--- config.mk ---
export PLATFORM = sky130hd
export DESIGN_NAME = dbp_bht_updater
export DESIGN_NICKNAME = d
export VERILOG_FILES = /design/src/rtl/dbp_pkg.sv /design/src/rtl/dbp_upd_fifo.sv /design/src/rtl/dbp_bht_updater.sv
export SDC_FILE = /design/constraint.sdc
export NUM_CORES = 1
export LEC_CHECK = 0
export BUFFER_PORTS_ARGS = -buffer_cell sky130_fd_sc_hd__clkbuf_2
export CORE_AREA = 2 2 89 91
export DETAILED_ROUTE_END_ITERATION = 16
export DIE_AREA = 0 0 91 93
export MAX_ROUTING_LAYER = met4
export PLACE_DENSITY = 0.86
export SYNTH_ARGS = -nofsm -noshare
export SYNTH_HDL_FRONTEND = slang
export SYNTH_SLANG_ARGS = --single-unit
--- constraint.sdc ---
create_clock -name clk -period 6.5 [get_ports clk]
set_input_delay 0.65 -clock clk [delete_from_list [all_inputs] [get_ports clk]]
set_output_delay 0.65 -clock clk [all_outputs]
set_load 0.005 [all_outputs]
--- src/rtl/dbp_pkg.sv ---
// Shared types and helpers for the dynamic branch predictor BHT update path.
package dbp_pkg;

  localparam int unsigned CNT_W        = 2;
  localparam int unsigned CNT_PER_WORD = 16;
  localparam int unsigned SEL_W        = $clog2(CNT_PER_WORD);
  // Widest word address a 32-bit PC can yield once the low 6 bits are dropped
  localparam int unsigned ADDR_MAX_W   = 26;

  typedef enum logic [1:0] {
    StIdle = 2'd0,
    StRd   = 2'd1,
    StWr   = 2'd2
  } upd_state_e;

  typedef struct packed {
    logic [ADDR_MAX_W-1:0] addr;
    logic [SEL_W-1:0]      sel;
    logic                  taken;
  } upd_rec_t;

  function automatic logic [CNT_W-1:0] sat_cnt(input logic [CNT_W-1:0] cnt, input logic taken);
    if (taken) begin
      return (cnt == 2'b11) ? cnt : cnt + 2'b01;
    end
    return (cnt == 2'b00) ? cnt : cnt - 2'b01;
  endfunction

endpackage

--- src/rtl/dbp_upd_fifo.sv ---
// Synchronous FIFO of resolved-branch records; full/empty from wrap-bit pointers.
module dbp_upd_fifo
  import dbp_pkg::*;
#(
  parameter int unsigned DEPTH = 4
) (
  input  logic     clk,
  input  logic     reset,
  input  logic     push,
  input  upd_rec_t wdata,
  input  logic     pop,
  output upd_rec_t rdata,
  output logic     full,
  output logic     empty
);

  localparam int unsigned PW = $clog2(DEPTH);

  upd_rec_t      mem_q [DEPTH];
  logic [PW:0]   wptr_q, rptr_q;
  logic          push_en, pop_en;

  assign full    = (wptr_q[PW] != rptr_q[PW]) && (wptr_q[PW-1:0] == rptr_q[PW-1:0]);
  assign empty   = (wptr_q == rptr_q);
  assign push_en = push && !full;
  assign pop_en  = pop && !empty;
  assign rdata   = mem_q[rptr_q[PW-1:0]];

  always_ff @(posedge clk) begin
    if (reset) begin
      wptr_q <= '0;
      rptr_q <= '0;
    end else begin
      if (push_en) wptr_q <= wptr_q + 1'b1;
      if (pop_en)  rptr_q <= rptr_q + 1'b1;
    end
  end

  always_ff @(posedge clk) begin
    if (push_en) mem_q[wptr_q[PW-1:0]] <= wdata;
  end

endmodule

--- src/rtl/dbp_bht_updater.sv ---
// BHT channel-2 updater: queues resolved branches and applies each as a
// read-modify-write of one 2-bit saturating counter.
module dbp_bht_updater
  import dbp_pkg::*;
#(
  parameter int unsigned AWIDTH     = 10,
  parameter int unsigned DWIDTH     = 32,
  parameter int unsigned FIFO_DEPTH = 4
) (
  input  logic              clk,
  input  logic              reset,
  input  logic              upd_valid,
  output logic              upd_ready,
  input  logic [31:0]       upd_pc,
  input  logic              upd_taken,
  output logic [AWIDTH-1:0] bht_add2,
  input  logic [DWIDTH-1:0] bht_rdata2,
  output logic              bht_wen2,
  output logic [DWIDTH-1:0] bht_wdata2,
  output logic              busy
);

  upd_state_e        state_q, state_d;
  upd_rec_t          head_q, head_d;
  logic [AWIDTH-1:0] add2_q, add2_d;
  upd_rec_t          push_rec, fifo_out;
  logic              fifo_full, fifo_empty, fifo_pop;
  logic [SEL_W:0]    fidx;

  always_comb begin
    push_rec             = '0;
    push_rec.addr[AWIDTH-1:0] = upd_pc[AWIDTH+5:6];
    push_rec.sel         = upd_pc[5:2];
    push_rec.taken       = upd_taken;
  end

  dbp_upd_fifo #(
    .DEPTH (FIFO_DEPTH)
  ) u_fifo (
    .clk   (clk),
    .reset (reset),
    .push  (upd_valid),
    .wdata (push_rec),
    .pop   (fifo_pop),
    .rdata (fifo_out),
    .full  (fifo_full),
    .empty (fifo_empty)
  );

  assign upd_ready = !fifo_full;
  assign bht_add2  = add2_q;
  assign busy      = !fifo_empty || (state_q != StIdle);
  assign fidx      = {head_q.sel, 1'b0};

  always_comb begin
    state_d    = state_q;
    head_d     = head_q;
    add2_d     = add2_q;
    fifo_pop   = 1'b0;
    bht_wen2   = 1'b0;
    bht_wdata2 = '0;
    unique case (state_q)
      StIdle: begin
        if (!fifo_empty) begin
          fifo_pop = 1'b1;
          head_d   = fifo_out;
          add2_d   = fifo_out.addr[AWIDTH-1:0];
          state_d  = StRd;
        end
      end
      StRd: state_d = StWr;
      StWr: begin
        // Write is suppressed while reset is held so a reset in WR drops the update
        bht_wen2   = !reset;
        bht_wdata2 = bht_rdata2;
        bht_wdata2[fidx +: CNT_W] = sat_cnt(bht_rdata2[fidx +: CNT_W], head_q.taken);
        if (reset) bht_wdata2 = '0;
        if (!fifo_empty) begin
          fifo_pop = 1'b1;
          head_d   = fifo_out;
          add2_d   = fifo_out.addr[AWIDTH-1:0];
          state_d  = StRd;
        end else begin
          state_d  = StIdle;
        end
      end
      default: state_d = StIdle;
    endcase
    if (reset) fifo_pop = 1'b0;
  end

  always_ff @(posedge clk) begin
    if (reset) begin
      state_q <= StIdle;
      head_q  <= '0;
      add2_q  <= '0;
    end else begin
      state_q <= state_d;
      head_q  <= head_d;
      add2_q  <= add2_d;
    end
  end

  logic unused_bits;
  assign unused_bits = ^{upd_pc[31:AWIDTH+6], upd_pc[1:0], head_q.addr[ADDR_MAX_W-1:AWIDTH]};

endmodule
==> flow_metrics.env <==
export IMPL_synth_xor_area_frac=0.0193
export IMPL_syn2layout_area_growth_pct=17.6
export IMPL_path_max_fanout=20
export IMPL_r2r_cells=5
export IMPL_drt_iter0_drc=235
export IMPL_finalSetupViolations=0
export IMPL_met1_usage=0.285
export IMPL_synth_edf_count=60
export IMPL_grt_max_degree=25
export IMPL_ys_flop_type="edfxtp_1"
export IMPL_die_w_um=91
export IMPL_drive_gt1_frac=0.314
export IMPL_drc_errors=0
export IMPL_maxSlewViolCount=0
export IMPL_hpwlAfterDp_um=6870
export IMPL_finalClockSkew_ns=0.0110
export IMPL_power_density_nw_per_um2=379
export IMPL_core_um2=7530
export IMPL_final_instance_count_excl_fill=544
export IMPL_ios=113
export IMPL_cts_inserted_buffers=9
export IMPL_ir_worst_vdd_mv=0.269
export IMPL_cts_clk_slew_worst_paths_ns=0.08
export IMPL_ys_types=39
export IMPL_setup_tns_final_ns=0
export IMPL_dp_slack_ns=3.01
export IMPL_routed_wl_um=9880
export IMPL_place_area_um2=4590
export IMPL_worst_pin_slew_ns=0.947
export IMPL_grt_pass1_wl_um=15500
export IMPL_synth_compound_area_share=0.114
export IMPL_hp_class="reg -> reg"
export IMPL_rsz0062_at_grt="false"
export IMPL_antenna_left=0
export IMPL_dp_cells=528
export IMPL_ys_warnings_count=0
export IMPL_avgSynthCellArea_um2=11.6
export IMPL_num_rows=32
export IMPL_design_area_um2=4790
export IMPL_dr_pass1_iters=5
export IMPL_finalHoldViolCount=0
export IMPL_diodes=0
export IMPL_fin_nets=513
export IMPL_crit_path_end_kind="output port"
export IMPL_muxShareOfSynthArea=0.127
export IMPL_clock_sinks=83
export IMPL_synth_fa_ha_area_frac=0.0301
export IMPL_period_minus_slack_ns=3.74
export IMPL_h_tree_depth=3
export IMPL_min_from="state_q[1]"
export IMPL_overflow=0
export IMPL_met2_usage=0.422
export IMPL_synth_nets=426
export IMPL_port_buffers=94
export IMPL_fin_ws_ns=2.76
export IMPL_worstSetupStartpoint="fidx[1]"
export IMPL_status="complete, no violations"
export IMPL_synth_simple_gate_area_frac=0.124
export IMPL_cts_hold_buf=0
export IMPL_root_buffer="clkbuf_8"
export IMPL_synth_area_um2=4080
export IMPL_cts_max_path_buffers=2
export IMPL_tritoncts="yes"
export IMPL_crit_type="reg -> out"
export IMPL_wl_per_cell_um=18.2
export IMPL_start_util=0.541
export IMPL_synth_seq_cells=83
export IMPL_first_global_vias=3130
export IMPL_total_power_mw=1.82
export IMPL_globalplace_congestion=0.920
export IMPL_post_cts_buffers=0
export IMPL_synth_async_reset_ratio=0
export IMPL_drv_cap=0
export IMPL_synth_top_family_by_area="multiplexers"
export IMPL_dieArea_um2=8460
export IMPL_grt_usage=0.247
export IMPL_ys_seq_area_frac=0.555
export IMPL_fmaxAchievable_mhz=267
export IMPL_nFillCells=598
export IMPL_fin_crit_sh=0.576
export IMPL_slew_headroom=0.368
export IMPL_viasPerCell=5.91
export IMPL_required_ns=5.85
export IMPL_worst_skew_pair_late_latency_ns=0.36
export IMPL_cts_resized_gates=0
export IMPL_top_usage_layer="met2"
export IMPL_start_kind="register"
export IMPL_power_leakage_nw=1.81
export IMPL_seq_area_um2=2260
export IMPL_use_met3=0.0475
export IMPL_antenna_found_initial=0
export IMPL_die_y_um=93
export IMPL_hold_path_depth=1
export IMPL_r2r_start="u_fifo.rptr_q[1]"
export IMPL_critPathArrivalTime_ns=3.09
export IMPL_multi_input_area_um2=1690
export IMPL_syn_inst=350
export IMPL_dr_total_vias=3214
-- cell type report --
type	instances	area share
Tap cell	102	0.0266
Timing Repair Buffer	96	0.101
Inverter	7	0.00548
Clock inverter	7	0.0159
Sequential cell	83	0.472
Clock buffer	9	0.0259
Multi-Input combinational cell	240	0.353
-- metal layers --
metal | up-vias | part of all wire
li1 | 1469 | -
met3 | 21 | 0.088
met2 | 205 | 0.50
met4 | 0 | 0.023
met1 | 1519 | 0.38
met5 | - | 0
-- cells in the mapped netlist, types with 5 or more instances --
cell | n | area share
inv_1 | 7 | 0.0064
xnor2_1 | 6 | 0.013
edfxtp_1 | 60 | 0.44
nor3_1 | 6 | 0.0074
ha_1 | 8 | 0.025
o21ai_1 | 12 | 0.015
nor3b_1 | 5 | 0.0092
a21oi_1 | 41 | 0.050
nor2_1 | 16 | 0.015
clkbuf_1 | 10 | 0.0092
buf_2 | 6 | 0.0074
nand2_1 | 64 | 0.059
mux4_2 | 23 | 0.13
dfxtp_1 | 23 | 0.11
and2_1 | 6 | 0.0092
o21ai_0 | 18 | 0.022
-- placed cells by master (no fill, tap or decap), types with 2 or more instances in the layout --
master	n
clkbuf_8	9
maj3_2	2
o21ai_1	12
buf_4	2
o2bb2ai_1	4
edfxtp_1	60
dfxtp_1	23
inv_1	7
nor3_1	6
xor2_1	3
nor2b_1	4
xnor2_1	6
ha_1	8
clkbuf_2	94
mux4_2	23
nor2_1	16
nand3_1	4
a31oi_1	4
a21oi_1	41
clkinv_2	2
and2_1	6
nand2_1	64
nor3b_1	5
o21ai_0	18
-- logic make-up after synthesis --
kind of cell,count (synthesis)
AOI/OAI and AO/OA,85
adders and majority gates,10
and+or+nand+nor,113
muxes,23
buffers and inverters,27
DFF,83
xor gates and xnor gates,9
-- through the flow --
stage	hold WS, ns	utilization
CTS	0.457	0.636
global placement	0.437	0.610
finish	0.451	0.636
detailed placement	0.445	0.610
global route	0.480	0.636
floorplan	0.410	-
-- report_power, final --
group,total [mW],switching [mW],internal [mW]
clock,0.368,0.187,0.181
sequential,0.745,0.105,0.640
combinational,0.704,0.417,0.286
-- critical path, cell delays in order (launching register included) --
cell and delay (ns):
dfxtp_1 0.95, inv_1 0.14, ha_1 0.33, nor3b_1 0.19
o21ai_0 0.17, nor3_1 0.47, o21ai_0 0.16, a21oi_1 0.18
clkbuf_2 0.14
-- sequential cells by signal, summed over array words and instances, names as in the netlist --
signal and count:
u_fifo.mem_q 60, bht_add2 10, u_fifo.rptr_q 3, fidx 4
u_fifo.wptr_q 3, head_q 1, state_q 2
-- worst paths after layout --
| path | slack, ns | endpoint |
|---|---|---|
| worst max register to register | 3.62 | u_fifo.wptr_q[2] |
| worst max-delay path | 2.76 | bht_wdata2[25] |
| worst min register to register | 0.45 | state_q[1] |
| worst min-delay path | 0.45 | state_q[1] |
Power figures use the tool's default switching activity.
